$ cat config.mk
export PLATFORM = sky130hd
export DESIGN_NAME = keypad_entry
export DESIGN_NICKNAME = d
export VERILOG_FILES = /design/src/rtl/calc_pkg.sv /design/src/rtl/keypad_scan.sv /design/src/rtl/keypad_entry.sv
export SDC_FILE = /design/constraint.sdc
export NUM_CORES = 1
export LEC_CHECK = 0
export ABC_CLOCK_PERIOD_IN_PS = 4600
export CORE_ASPECT_RATIO = 1.2
export CORE_MARGIN = 1
export CORE_UTILIZATION = 40
export DETAILED_ROUTE_END_ITERATION = 8
export GPL_ROUTABILITY_DRIVEN = 0
export GPL_TIMING_DRIVEN = 0
export PLACE_DENSITY = 0.58
export SLEW_MARGIN = 20
export SYNTH_ARGS = -nofsm -noshare
export SYNTH_HDL_FRONTEND = slang
export SYNTH_SLANG_ARGS = --single-unit
$ cat constraint.sdc
create_clock -name clk -period 4.6 [get_ports clk]
set_clock_uncertainty 0.05 [all_clocks]
set_input_delay 1.38 -clock clk [delete_from_list [all_inputs] [get_ports clk]]
set_output_delay 1.38 -clock clk [all_outputs]
set_load 0.01 [all_outputs]
$ cat src/rtl/calc_pkg.sv
// Shared definitions for the keypad calculator front end: operator codes,
// scanner state encodings, the physical key legend and operand width.
package calc_pkg;

  localparam int OPERAND_W = 36;

  typedef enum logic [2:0] {
    OP_ADD = 3'd0,
    OP_SUB = 3'd1,
    OP_MUL = 3'd2,
    OP_DIV = 3'd3,
    OP_EQ  = 3'd4,
    OP_CLR = 3'd5
  } op_code_t;

  // Scanner FSM encodings, kept as plain constants so older blocks can share them
  localparam logic [1:0] ST_SCAN     = 2'd0;
  localparam logic [1:0] ST_DEBOUNCE = 2'd1;
  localparam logic [1:0] ST_PRESSED  = 2'd2;
  localparam logic [1:0] ST_RELEASE  = 2'd3;

  // One keypad position: either a decimal digit or an operator code
  typedef struct packed {
    logic       is_op;
    logic [3:0] value;
  } key_info_t;

  // Legend indexed by row*4+col:
  //   row0 = 1 2 3 ADD, row1 = 4 5 6 SUB, row2 = 7 8 9 MUL, row3 = CLR 0 EQ DIV
  localparam key_info_t KEY_MAP [16] = '{
    '{1'b0, 4'd1}, '{1'b0, 4'd2}, '{1'b0, 4'd3}, '{1'b1, {1'b0, OP_ADD}},
    '{1'b0, 4'd4}, '{1'b0, 4'd5}, '{1'b0, 4'd6}, '{1'b1, {1'b0, OP_SUB}},
    '{1'b0, 4'd7}, '{1'b0, 4'd8}, '{1'b0, 4'd9}, '{1'b1, {1'b0, OP_MUL}},
    '{1'b1, {1'b0, OP_CLR}}, '{1'b0, 4'd0}, '{1'b1, {1'b0, OP_EQ}}, '{1'b1, {1'b0, OP_DIV}}
  };

  function automatic key_info_t decode_key(input logic [3:0] code);
    return KEY_MAP[code];
  endfunction

endpackage

$ cat src/rtl/keypad_scan.sv
// Row scanner for a 4x4 active-low keypad: column synchronizer, scan tick,
// press/release debounce FSM and one-hot row drive. Emits one key_valid
// pulse per debounced press with the key position in key_code.
module keypad_scan
  import calc_pkg::*;
#(
  parameter int SCAN_DIV = 1,
  parameter int DEBOUNCE = 3
) (
  input  logic       clk,
  input  logic       reset,
  input  logic [3:0] col_n,
  output logic [3:0] row_n,
  output logic       key_valid,
  output logic [3:0] key_code
);

  localparam int TICK_W = (SCAN_DIV > 0) ? $clog2(SCAN_DIV + 1) : 1;
  localparam int CNT_W  = $clog2(DEBOUNCE + 2);
  localparam logic [TICK_W-1:0] TICK_MAX = TICK_W'(SCAN_DIV);
  localparam logic [CNT_W-1:0]  DEB_TGT  = CNT_W'(DEBOUNCE);

  logic [3:0]        col_sync1;
  logic [3:0]        col_sync2;
  logic [1:0]        row_tag1;
  logic [1:0]        row_tag2;
  logic [TICK_W-1:0] tick_cnt;
  logic              tick;
  logic [1:0]        state;
  logic [1:0]        row_idx;
  logic [1:0]        rec_col;
  logic [CNT_W-1:0]  stable_cnt;
  logic [CNT_W-1:0]  cnt_inc;
  logic              any_low;
  logic [1:0]        low_col;
  logic              sample_ok;

  assign row_n = ~(4'b0001 << row_idx);

  // Two-flop column synchronizer; the row tag travels alongside so each
  // synchronized sample is known to belong to the row that was driven
  always_ff @(posedge clk or posedge reset) begin
    if (reset) begin
      col_sync1 <= 4'b1111;
      col_sync2 <= 4'b1111;
      row_tag1  <= 2'd0;
      row_tag2  <= 2'd0;
    end else begin
      col_sync1 <= col_n;
      col_sync2 <= col_sync1;
      row_tag1  <= row_idx;
      row_tag2  <= row_tag1;
    end
  end

  // Free-running scan divider producing a one-clk tick at wrap
  always_ff @(posedge clk or posedge reset) begin
    if (reset) begin
      tick_cnt <= '0;
    end else if (tick_cnt == TICK_MAX) begin
      tick_cnt <= '0;
    end else begin
      tick_cnt <= tick_cnt + 1'b1;
    end
  end

  assign tick      = (tick_cnt == TICK_MAX);
  assign any_low   = ~&col_sync2;
  // A sample taken while a previous row was still driven is stale; the scanner
  // waits on the current row until the synchronizer has caught up with it
  assign sample_ok = (row_tag2 == row_idx);
  assign cnt_inc   = stable_cnt + 1'b1;

  // Lowest-index low column wins when several keys in one row are down
  always_comb begin
    low_col = 2'd3;
    if (!col_sync2[0]) begin
      low_col = 2'd0;
    end else if (!col_sync2[1]) begin
      low_col = 2'd1;
    end else if (!col_sync2[2]) begin
      low_col = 2'd2;
    end
  end

  // Scan / debounce / hold / release-debounce state machine, advanced only on tick
  always_ff @(posedge clk or posedge reset) begin
    if (reset) begin
      state      <= ST_SCAN;
      row_idx    <= 2'd0;
      rec_col    <= 2'd0;
      stable_cnt <= '0;
      key_valid  <= 1'b0;
      key_code   <= 4'd0;
    end else begin
      key_valid <= 1'b0;
      if (tick && sample_ok) begin
        case (state)
          ST_SCAN: begin
            if (any_low) begin
              rec_col    <= low_col;
              stable_cnt <= CNT_W'(1);
              if (DEBOUNCE <= 1) begin
                state     <= ST_PRESSED;
                key_valid <= 1'b1;
                key_code  <= {row_idx, low_col};
              end else begin
                state <= ST_DEBOUNCE;
              end
            end else begin
              row_idx <= row_idx + 2'd1;
            end
          end
          ST_DEBOUNCE: begin
            if (!any_low) begin
              state <= ST_SCAN;
            end else if (low_col == rec_col) begin
              stable_cnt <= cnt_inc;
              if (cnt_inc >= DEB_TGT) begin
                state     <= ST_PRESSED;
                key_valid <= 1'b1;
                key_code  <= {row_idx, rec_col};
              end
            end else begin
              rec_col    <= low_col;
              stable_cnt <= CNT_W'(1);
            end
          end
          ST_PRESSED: begin
            if (!any_low) begin
              stable_cnt <= CNT_W'(1);
              state      <= (DEBOUNCE <= 1) ? ST_SCAN : ST_RELEASE;
            end
          end
          default: begin
            if (!any_low) begin
              stable_cnt <= cnt_inc;
              if (cnt_inc >= DEB_TGT) begin
                state <= ST_SCAN;
              end
            end else begin
              state <= ST_PRESSED;
            end
          end
        endcase
      end
    end
  end

endmodule

$ cat src/rtl/keypad_entry.sv
// Keypad entry front end: scans the keypad, decodes accepted keys and builds
// a non-negative decimal operand, flagging operator and CLR keys on op_valid.
module keypad_entry
  import calc_pkg::*;
#(
  parameter int SCAN_DIV   = 1,
  parameter int DEBOUNCE   = 3,
  parameter int MAX_DIGITS = 10
) (
  input  logic                        clk,
  input  logic                        reset,
  input  logic [3:0]                  col_n,
  input  logic                        clear_entry,
  output logic [3:0]                  row_n,
  output logic                        key_valid,
  output logic [3:0]                  key_code,
  output logic                        op_valid,
  output logic [2:0]                  op_code,
  output logic signed [OPERAND_W-1:0] operand,
  output logic [3:0]                  digit_count
);

  localparam logic [3:0] MAX_CNT = 4'(MAX_DIGITS);

  key_info_t            key_info;
  logic [OPERAND_W-1:0] acc;
  logic [OPERAND_W-1:0] acc_next;

  keypad_scan #(
    .SCAN_DIV (SCAN_DIV),
    .DEBOUNCE (DEBOUNCE)
  ) u_scan (
    .clk       (clk),
    .reset     (reset),
    .col_n     (col_n),
    .row_n     (row_n),
    .key_valid (key_valid),
    .key_code  (key_code)
  );

  assign key_info = decode_key(key_code);
  // Ten nines fit in 34 bits, so the unsigned 36-bit product never overflows
  assign acc_next = (acc * OPERAND_W'(10)) + {{(OPERAND_W-4){1'b0}}, key_info.value};
  assign operand  = signed'(acc);

  // Operator flagging and decimal accumulation; an operator clears the entry one
  // clk after op_valid so the consumer still sees the operand alongside the op
  always_ff @(posedge clk or posedge reset) begin
    if (reset) begin
      acc         <= '0;
      digit_count <= 4'd0;
      op_valid    <= 1'b0;
      op_code     <= 3'd0;
    end else begin
      op_valid <= 1'b0;
      if (key_valid && key_info.is_op) begin
        op_valid <= 1'b1;
        op_code  <= key_info.value[2:0];
      end
      if (clear_entry || op_valid) begin
        acc         <= '0;
        digit_count <= 4'd0;
      end else if (key_valid && !key_info.is_op && (digit_count < MAX_CNT)) begin
        acc         <= acc_next;
        digit_count <= digit_count + 4'd1;
      end
    end
  end

endmodule

==> metrics.csv, run 1 <==
stage,metric,value,unit
timing,final.setup.worst_slack,0.242,ns
global_route,grt_antenna_before_repair,0,
worst_setup_path,slowest_stage,a211o_2,
synth,yosysMostFrequentCell,ha_1,
cts,cts_tree,built,
timing,worst_pin_slew,0.799,ns
detailed_routing,wl_per_cell,17.1,microns
cts,clockBufferDepth,2,
synth,synth-edff-count,0,
status,status,"finished, final reports clean",
synth,seq_area_frac_synth,27.7,%
synth,syn_avg_cell_area,8.96,sq um
floorplanning,dieArea,16600,sq um
worst_setup_path,critical_path_buf_inv_count,0,
worst_setup_path,slowest_delay,0.44,ns
synth,synth_flop_cell,dfrtp_1,
cts,clkTransAtPathRegs,0.07,ns
worst_setup_path,endpoint_kind,flop,
placed_design,dp_slack,0.0498,ns
synth,synth_top_family_by_area,compound AO/OA/AOI/OAI gates,
finish,n_antenna_cell,0,
synth,synth_cells,720,
cts,clock_sinks,71,
synth,synth-warning-count,0,
timing,setup_viol,0,
floorplanning,rows,50,
pwr,leakage,3.44,nW
floorplanning,die_y,141,microns
worst_setup_path,crit_start,operand[1],
worst_setup_path,worst_setup_path_start_kind,flop,
pwr,total_power,0.00197,W
worst_setup_path,required,4.79,ns
synth,synth-compound-area-share,22.9,%
synth,yosysTopAreaCellShare,24.4,%
finish,area_growth,19.4,%
timing,slew_viol_final,0,
worst_setup_path,crit_type,reg2reg,
timing,finalCritPeriodShare,94.7,%
detailed_routing,num_vias,5712,
synth,ys_ff_latch,71,
cts,h-tree-depth,3,
synth,synthTopCellsByArea,"dfrtp_1, ha_1, xnor2_1, a21oi_1, o21ai_0",
worst_setup_path,path_common_cell,ha_1,
timing,fin_setup_tns,0,ns
worst_setup_path,worstPathCellList,"ha_1, ha_1, fa_1, a21o_2, a221oi_4, o21ai_1, a211o_2, xor2_1, nand4b_1, nand4b_2, nor3_1, nand3b_1, a311oi_1",
global_route,grt_pass1_vias,5786,
worst_hold_path,hp-class,reg2reg,
cts,clock_latency,0.35,ns
timing,maxClockFrequency,229,MHz
timing,min_period,4.36,ns
finish,fin_nets,886,
synth,synth-simple-area-share,18.9,%
worst_setup_path,critPathArrivalTime,4.54,ns
detailed_routing,drt-initial-drc-count,286,
synth,synth_mux_area_share,2.08,%
pwr,power_density,256,nW/um^2
worst_setup_path,reg2reg_from,operand[1],
worst_setup_path,crit_family,compound AO/OA/AOI/OAI gates,
global_route,overflow,0,
finish,drive_above_1_share,11.5,%
floorplanning,io_pins,60,
synth,ys_async_sr_fraction,100,%
worst_hold_path,min_from,u_scan.row_tag1[1],
synth,synth_fp_nets,809,
floorplanning,dieWidth,118,microns
detailed_routing,drc_errors,0,
synth,synth_common_cells,"ha_1, nor2_1, dfrtp_1, a21oi_1, o21ai_0",
floorplanning,core,15700,sq um
synth,synthAdderAreaFrac,16.1,%
cts,cts-root-buf,clkbuf_16,
synth,netlist_area,6450,sq um
placed_design,numPortBuffers,59,
floorplanning,start_util,41.1,%
timing,slew_headroom,46.3,%
flow_run,max_cap_viol_count,0,
global_route,grt_use_total,21.6,%
timing,finalHoldViolCount,0,
cts,cts_buffers,9,
detailed_routing,vias_per_cell,5.66,
detailed_routing,postRouteAntennaNets,0,
pwr,ir_drop,211,uV
detailed_routing,dr.pass1.iters,5,
worst_setup_path,worstPathMaxFanout,5,
placed_design,dp_hpwl,13.2,mm
detailed_routing,wl,17.3,mm
synth,yosysUniqueCellTypes,89,
synth,synth_xor_area_share,8.24,%
synth,synth_top_area_cell,dfrtp_1,
timing,rsz0062_at_grt,no,
timing,whs,0.299,ns
global_route,grt_max_degree,53,
cts,postCtsHoldBufs,0,
global_route,grt_pass1_wl,28.7,mm
==> through the flow <==
| step | utilization, % | instance area (sq um) | instances |
|---|---|---|---|
| 2_1_floorplan | - | 6450 | 720 |
| 3_3_place_gp | 46.5 | 7300 | 987 |
| 3_5_place_dp | 46.7 | 7330 | 988 |
| 4_1_cts | 48.5 | 7620 | 1004 |
| 5_1_grt | 49.0 | 7700 | 1010 |
| 6_report | 49.0 | 7700 | 1010 |
==> worst reg2reg max path: cells and delay by family, from the launching register on <==
kind | cells | cell delay [ns]
adders and majority gates | 3 | 0.98
and+or+nand+nor | 4 | 0.98
AOI/OAI and AO/OA | 5 | 1.54
DFF | 1 | 0.43
xor gates and xnor gates | 1 | 0.27
==> final timing paths <==
check | to | slack (ns) | cells after the start
max in group asynchronous | u_scan.col_sync2[0] | 2.64 | 3
min reg2reg | u_scan.row_tag2[1] | 0.30 | 0
max | operand[34] | 0.24 | 13
min | u_scan.row_tag2[1] | 0.30 | 0
max reg2reg | operand[34] | 0.24 | 13
min in group asynchronous | u_scan.state[0] | 1.27 | 2
==> area by class of cell <==
cell class	instances	area (sq um)
tap	208	260
inverter	32	123
clock buffer	9	225
sequential	71	1790
fill	1483	8000
timing repair buffer	66	663
multi-input combinational	587	4430
buffer	30	146
clock inverter	7	61.3
==> flip-flops by register name (all words and copies together) (netlist names), named ones only <==
name	count
operand	36
u_scan.row_tag1	2
u_scan.stable_cnt	3
u_scan.col_sync2	4
digit_count	4
u_scan.col_sync1	4
op_code	3
u_scan.row_idx	2
u_scan.rec_col	2
u_scan.key_valid	1
op_valid	1
u_scan.key_code	4
u_scan.state	1
u_scan.tick	1
u_scan.row_tag2	2
==> cell families (layout without fill, tap and decap cells) <==
group           after synthesis  after routing
simple gates                224            224
compound gates              209            209
fa+ha+maj                    82             82
flops                        71             71
buf+inv                      62            144
xor+xnor                     59             59
mux                          13             13
==> cell usage in the layout, fill, tap and decap left out, types with 16 or more instances in the layout <==
master | Yosys | routed
a211oi_1 | 26 | 26
a21oi_1 | 52 | 52
clkbuf_1 | 16 | 16
clkdlybuf4s50_1 | 0 | 59
dfrtp_1 | 63 | 62
ha_1 | 80 | 80
inv_1 | 32 | 30
nand2_1 | 43 | 43
nand3_1 | 23 | 23
nor2_1 | 65 | 65
o21ai_0 | 52 | 51
xnor2_1 | 34 | 33
xor2_1 | 23 | 23
==> repair_timing <==
item	4_1_cts	5_1_grt
setup buffers	0	6
endpoints found under the setup margin	0	13
gates resized for setup	0	8
hold endpoints to repair	0	0
==> where the power goes <==
| part | leakage, nW | internal [W] | total [W] | switching [W] |
|---|---|---|---|---|
| Clock | 0.135 | 0.000376 | 0.000699 | 0.000323 |
| Sequential | 0.943 | 0.000686 | 0.000756 | 0.0000699 |
| Combinational | 2.36 | 0.000220 | 0.000518 | 0.000298 |
| Total | 3.44 | 0.00128 | 0.00197 | 0.000691 |
==> layer usage <==
layer | vias up | GRT usage, % | part of all wire (%) | wire (microns)
li1 | 2797 | - | - | -
met1 | 2764 | 25.5 | 44 | 7600
met2 | 125 | 38.6 | 50 | 8680
met3 | 26 | 3.60 | 3.8 | 659
met4 | 0 | 8.97 | 2.2 | 386
met5 | - | 0 | 0 | 0
(Power assumes the default switching activity.)
==> run 2: changes to the inputs <==
SKIP_LAST_GASP = 1   (was default)
==> run 2 against run 1 <==
Against the previous run: sequential share of layout area about the same; worst setup slack got worse by 0.029 ns; flip-flop and latch count unchanged; die area unchanged; clock power about the same; register-to-register slack got worse by 0.03 ns; largest cell class unchanged.
==> metrics.csv, run 2 (synthesized netlist as in run 1, its figures left out) <==
stage,metric,value,unit,change
worst_setup_path,required,4.80,ns,about the same
worst_setup_path,slowest_delay,0.47,ns,+0.03 ns
global_route,grt_use_total,21.6,%,unchanged
worst_setup_path,endpoint_kind,flop,,
worst_hold_path,hp-class,reg2reg,,
floorplanning,rows,50,,unchanged
floorplanning,start_util,41.1,%,unchanged
global_route,overflow,0,,unchanged
finish,multi_input_area,4430,sq um,-0.17%
global_route,grt_max_degree,53,,unchanged
worst_setup_path,ff2ff_path_depth,14,,+1
placed_design,dp_slack,0.0498,ns,unchanged
worst_setup_path,critPathCapture,operand[28],,
pwr,leakage,3.43,nW,-0.19%
worst_setup_path,worstPathCellList,"ha_1, ha_1, fa_1, a21o_2, a221oi_4, buf_4, xnor2_1, nand4_1, nor4_4, nand4b_1, nor3_1, nand3_1, xor2_1, a211oi_1",,
finish,mostFrequentLayoutCells,"ha_1, nor2_1, dfrtp_1",,
floorplanning,dieArea,16600,sq um,unchanged
finish,fin_nets,886,,unchanged
finish,final_area,7690,sq um,about the same
finish,drive_above_1_share,11.2,%,-0.25 points
detailed_routing,drc_errors,0,,unchanged
timing,maxClockFrequency,228,MHz,-0.65%
cts,cts_tree,built,,
floorplanning,core,15700,sq um,unchanged
placed_design,dp_hpwl,13.2,mm,unchanged
detailed_routing,wl_per_cell,17.2,microns,+0.33%
timing,min_period,4.39,ns,+0.0286 ns
detailed_routing,drt-initial-drc-count,254,,-11%
worst_hold_path,hold_path_depth,0,,unchanged
flow_run,max_cap_viol_count,0,,unchanged
pwr,power_density,257,nW/um^2,+0.14%
timing,finalCritPeriodShare,95.4,%,+0.62 points
worst_setup_path,crit_type,reg2reg,,
timing,final.setup.worst_slack,0.214,ns,-0.0286 ns
status,status,"finished, final reports clean",,
detailed_routing,wl,17.4,mm,+0.33%
global_route,grt_pass1_vias,5786,,unchanged
timing,worst_pin_slew,0.801,ns,+0.00280 ns
placed_design,dpl_cell_area,7330,sq um,unchanged
finish,fillers,1485,,+0.13%
floorplanning,die_y,141,microns,unchanged
timing,fin_setup_tns,0,ns,unchanged
worst_setup_path,critPathArrivalTime,4.59,ns,+0.05 ns
detailed_routing,postRouteAntennaNets,0,,unchanged
global_route,grt_antenna_before_repair,0,,unchanged
worst_setup_path,worst_setup_path_start_kind,flop,,
timing,rsz0062_at_grt,yes,,
timing,setup_viol,0,,unchanged
cts,cts-root-buf,clkbuf_16,,
finish,n_antenna_cell,0,,unchanged
finish,final_common_cell,ha_1,,
worst_setup_path,r2r_end,operand[28],,
detailed_routing,dr.pass1.iters,6,,+1
worst_setup_path,worstPathMaxFanout,5,,unchanged
finish,largest_reg_flops,36,,unchanged
pwr,ir_drop,211,uV,about the same
floorplanning,io_pins,60,,unchanged
worst_setup_path,reg2reg_slack,0.21,ns,-0.03 ns
timing,slew_viol_final,0,,unchanged
worst_setup_path,reg2reg_from,operand[1],,
cts,clock_latency,0.35,ns,about the same
cts,clockBufferDepth,2,,unchanged
cts,cts_buffers,9,,unchanged
detailed_routing,vias_per_cell,5.66,,+0.12%
finish,area_growth,19.3,%,about the same
global_route,grt_pass1_wl,28.7,mm,unchanged
detailed_routing,num_vias,5719,,+0.12%
cts,clock_sinks,71,,unchanged
worst_setup_path,path_common_cell,ha_1,,
worst_setup_path,slowest_stage,nor3_1,,
placed_design,numPortBuffers,59,,unchanged
floorplanning,dieWidth,118,microns,unchanged
cts,clkTransAtPathRegs,0.07,ns,about the same
finish,seqCellArea,1790,sq um,unchanged
cts,postCtsHoldBufs,0,,unchanged
timing,slew_headroom,46.2,%,-0.19 points
worst_setup_path,crit_start,operand[1],,
timing,finalHoldViolCount,0,,unchanged
cts,h-tree-depth,3,,unchanged
run 2: cell counts in the layout (fill, tap and decap cells not counted):
Identical to the previous run, type by type.
run 2: critical path: cells and delay by family, from the launching register on:
kind | cells | cell delay (ns)
fa+ha+maj | 3 | 0.98
flops | 1 | 0.43
buf+inv | 1 | 0.19
simple gates | 5 | 1.34
compound gates | 3 | 0.92
xor+xnor | 2 | 0.39
run 2: final cells by class:
class | count | share of cell area, %
inverter | 32 | 1.59
timing repair buffer | 66 | 8.62
sequential | 71 | 23.2
clock inverter | 7 | 0.797
multi-input combinational | 587 | 57.5
clock buffer | 9 | 2.93
tap | 208 | 3.38
buffer | 30 | 1.90
run 2: worst min path at each step:
stage,start,to,slack (ns)
2_1_floorplan,u_scan.row_tag1[0],u_scan.row_tag2[0],0.28
3_3_place_gp,u_scan.row_tag1[0],u_scan.row_tag2[0],0.28
3_5_place_dp,u_scan.row_tag1[1],u_scan.row_tag2[1],0.29
4_1_cts,u_scan.row_tag1[1],u_scan.row_tag2[1],0.30
5_1_grt,u_scan.col_sync1[0],u_scan.col_sync2[0],0.31
6_report,u_scan.row_tag1[1],u_scan.row_tag2[1],0.30
run 2: report_power, final:
part           switching (W)  leakage (nW)  internal, W  total (W)
Clock               0.000325         0.135     0.000376   0.000701
Sequential         0.0000698         0.943     0.000686   0.000756
Combinational       0.000298          2.36     0.000220   0.000517
Total               0.000692          3.43      0.00128    0.00197
run 2: per-layer routing:
metal  track usage (%)  vias up  wire length, microns
li1                  -     2791                     -
met1              25.5     2757                  7600
met2              38.6      144                  8690
met3              3.60       27                   681
met4              8.97        0                   404
met5                 0        -                     0
run 2: stage by stage:
| stage | instances | util (%) | total power, W | hold slack [ns] |
|---|---|---|---|---|
| 2_1_floorplan | 720 | - | 0.00111 | 0.281 |
| 3_3_place_gp | 987 | 46.5 | 0.00125 | 0.283 |
| 3_5_place_dp | 988 | 46.7 | 0.00128 | 0.286 |
| 4_1_cts | 1004 | 48.5 | 0.00199 | 0.301 |
| 5_1_grt | 1010 | 49.0 | 0.00208 | 0.309 |
| 6_report | 1010 | 49.0 | 0.00197 | 0.299 |
run 2: repair_timing:
item	CTS	global route
resized for setup	0	6
setup endpoints to repair	0	13
setup buffers	0	6
==> run 3: changes to the inputs <==
SETUP_SLACK_MARGIN = 0.15   (was default)
==> run 3 against run 2 <==
Against the previous run: non-clock buffer count up 4; final area rose by 1.1%; count of clock-buffer cells in the layout unchanged; die area did not move; power rose by 1.3%; worst setup slack better by 0.11 ns; highest routed layer unchanged; sequential power hardly changed.
==> metrics.csv, run 3 (synthesized netlist as in run 1, its figures left out) <==
stage,metric,value,unit,change
floorplanning,start_util,41.1,%,unchanged
global_route,grt_max_degree,53,,unchanged
finish,area_growth,20.5,%,
worst_setup_path,ff2ff_path_depth,15,,+1
pwr,switching_power,0.000700,W,+1.2%
detailed_routing,num_vias,5727,,+0.14%
cts,cts_buffers,9,,unchanged
worst_setup_path,critPathCapture,operand[28],,
worst_setup_path,worstPathMaxFanout,7,,+2
detailed_routing,vias_per_cell,5.65,,-0.26%
floorplanning,dieArea,16600,sq um,unchanged
finish,largest_reg_flops,36,,unchanged
finish,fillers,1479,,-0.40%
detailed_routing,postRouteAntennaNets,0,,unchanged
cts,cts-root-buf,clkbuf_16,,
pwr,ir_drop,211,uV,about the same
worst_setup_path,worst_setup_path_start_kind,flop,,
timing,setup_viol,0,,unchanged
timing,finalCritPeriodShare,93.0,%,-2.4 points
timing,finalHoldViolCount,0,,unchanged
cts,clock_latency,0.35,ns,about the same
flow_run,max_cap_viol_count,0,,unchanged
finish,fin_nets,890,,+0.45%
worst_setup_path,r2r_end,operand[28],,
timing,min_period,4.28,ns,-0.110 ns
global_route,grt_use_total,21.7,%,+0.10 points
timing,slew_headroom,44.8,%,-1.4 points
finish,final_area,7770,sq um,+1.1%
worst_setup_path,critPathArrivalTime,4.48,ns,-0.11 ns
global_route,grtUsageMet1,25.6,%,+0.10 points
finish,mostFrequentLayoutCells,"ha_1, nor2_1, dfrtp_1",,
pwr,p_comb_share,27.2,%,+1.0 points
global_route,top_usage_layer,met2,,
pwr,leakage,3.48,nW,+1.4%
timing,rsz0062_at_grt,no,,
pwr,switching_share,35.0,%,about the same
timing,worst_pin_slew,0.822,ns,+0.0207 ns
floorplanning,io_pins,60,,unchanged
global_route,grt_util_met3,3.72,%,+0.12 points
global_route,overflow,0,,unchanged
global_route,grt_antenna_before_repair,0,,unchanged
worst_setup_path,crit_type,reg2reg,,
cts,clkTransAtPathRegs,0.07,ns,about the same
finish,drive_above_1_share,12.5,%,+1.3 points
timing,fin_setup_tns,0,ns,unchanged
placed_design,numPortBuffers,59,,unchanged
floorplanning,die_y,141,microns,unchanged
cts,clockBufferDepth,2,,unchanged
pwr,seqPwrFrac,37.7,%,-0.6 points
finish,fin_cells,1014,,+0.40%
placed_design,dp_hpwl,13.2,mm,unchanged
cts,postCtsHoldBufs,0,,unchanged
cts,h-tree-depth,3,,unchanged
global_route,grt_pass1_wl,28.8,mm,+0.46%
floorplanning,core,15700,sq um,unchanged
detailed_routing,wl_per_cell,17.3,microns,+0.66%
detailed_routing,drt-initial-drc-count,287,,+13%
finish,n_antenna_cell,0,,unchanged
worst_setup_path,crit_start,operand[1],,
global_route,grt_pass1_vias,5785,,-0.017%
pwr,internal_power,0.00130,W,+1.3%
placed_design,dpl_cell_area,7330,sq um,unchanged
pwr,clkPwrFrac,35.1,%,-0.4 points
timing,slew_viol_final,0,,unchanged
worst_setup_path,required,4.80,ns,about the same
floorplanning,rows,50,,unchanged
cts,clock_sinks,71,,unchanged
detailed_routing,dr.pass1.iters,4,,-2
worst_setup_path,endpoint_kind,flop,,
worst_hold_path,hp-class,reg2reg,,
placed_design,dp_cells,988,,unchanged
finish,final_common_cell,ha_1,,
worst_setup_path,reg2reg_from,operand[1],,
status,status,"finished, final reports clean",,
detailed_routing,wl,17.6,mm,+1.1%
pwr,power_density,257,nW/um^2,+0.18%
timing,maxClockFrequency,234,MHz,+2.6%
cts,cts_tree,built,,
floorplanning,dieWidth,118,microns,unchanged
worst_setup_path,reg2reg_slack,0.32,ns,+0.11 ns
global_route,use_met2,39.0,%,+0.37 points
detailed_routing,drc_errors,0,,unchanged
==> run 3: how the worst min path moves through the flow <==
stage	startpoint	to	slack, ns	depth (start not counted)
2_1_floorplan	u_scan.row_tag1[0]	u_scan.row_tag2[0]	0.28	0
3_3_place_gp	u_scan.row_tag1[0]	u_scan.row_tag2[0]	0.28	0
3_5_place_dp	u_scan.row_tag1[1]	u_scan.row_tag2[1]	0.29	0
4_1_cts	u_scan.row_tag1[1]	u_scan.row_tag2[1]	0.30	0
5_1_grt	u_scan.col_sync1[0]	u_scan.col_sync2[0]	0.31	0
6_report	u_scan.row_tag1[1]	u_scan.row_tag2[1]	0.30	0
==> run 3: repair_timing <==
action                                  in CTS  in global routing
buffers inserted                             2                  8
pin swaps                                    1                  5
gates resized for setup                      3                 11
cloned                                       0                  0
endpoints found under the setup margin       7                 14
==> run 3: power by group through the flow <==
stage          sequential (W)  clock (W)  combinational, W
6_report             0.000753   0.000702          0.000543
5_1_grt              0.000763   0.000736          0.000608
4_1_cts              0.000757   0.000716          0.000521
3_3_place_gp         0.000762          0          0.000492
3_5_place_dp         0.000767          0          0.000517
2_1_floorplan        0.000755          0          0.000358
==> run 3: worst max-delay path: stages, from the launching register on <==
cell and delay (ns):
dfrtp_1 0.43, ha_1 0.32, ha_1 0.23, fa_1 0.43
a21o_2 0.29, a221oi_4 0.31, buf_12 0.16, buf_4 0.11
o221a_4 0.20, xnor2_1 0.16, and3_1 0.25, nand4b_1 0.20
nor3_1 0.44, nand3_1 0.16, xor2_1 0.18, a211oi_1 0.26
==> run 3: final cells by class <==
cell class	instances	area [sq um]	share of cell area [%]
clock buffers	9	225	2.90
repair buffers	70	706	9.08
multi-input cells	587	4460	57.4
inverters	32	123	1.58
clock inverters	7	61.3	0.789
plain buffers	30	146	1.88
well taps	208	260	3.35
flip-flops and latches	71	1790	23.0
==> run 3: per-stage QoR <==
| stage | power [W] | hold WS [ns] | setup WS, ns | utilization [%] |
|---|---|---|---|---|
| after CTS | 0.00200 | 0.301 | 0.110 | 48.7 |
| after global routing | 0.00211 | 0.309 | 0.139 | 49.5 |
| final | 0.00200 | 0.299 | 0.323 | 49.5 |
| after floorplan | 0.00111 | 0.281 | 0.634 | - |
| after detailed placement | 0.00128 | 0.286 | 0.0498 | 46.7 |
| after global placement | 0.00125 | 0.283 | 0.0683 | 46.5 |
==> run 3: layer usage <==
| metal | wire length (microns) | up-vias |
|---|---|---|
| met4 | 423 | 0 |
| met1 | 7630 | 2766 |
| met3 | 687 | 27 |
| met2 | 8820 | 131 |
| met5 | 0 | - |
| li1 | - | 2803 |
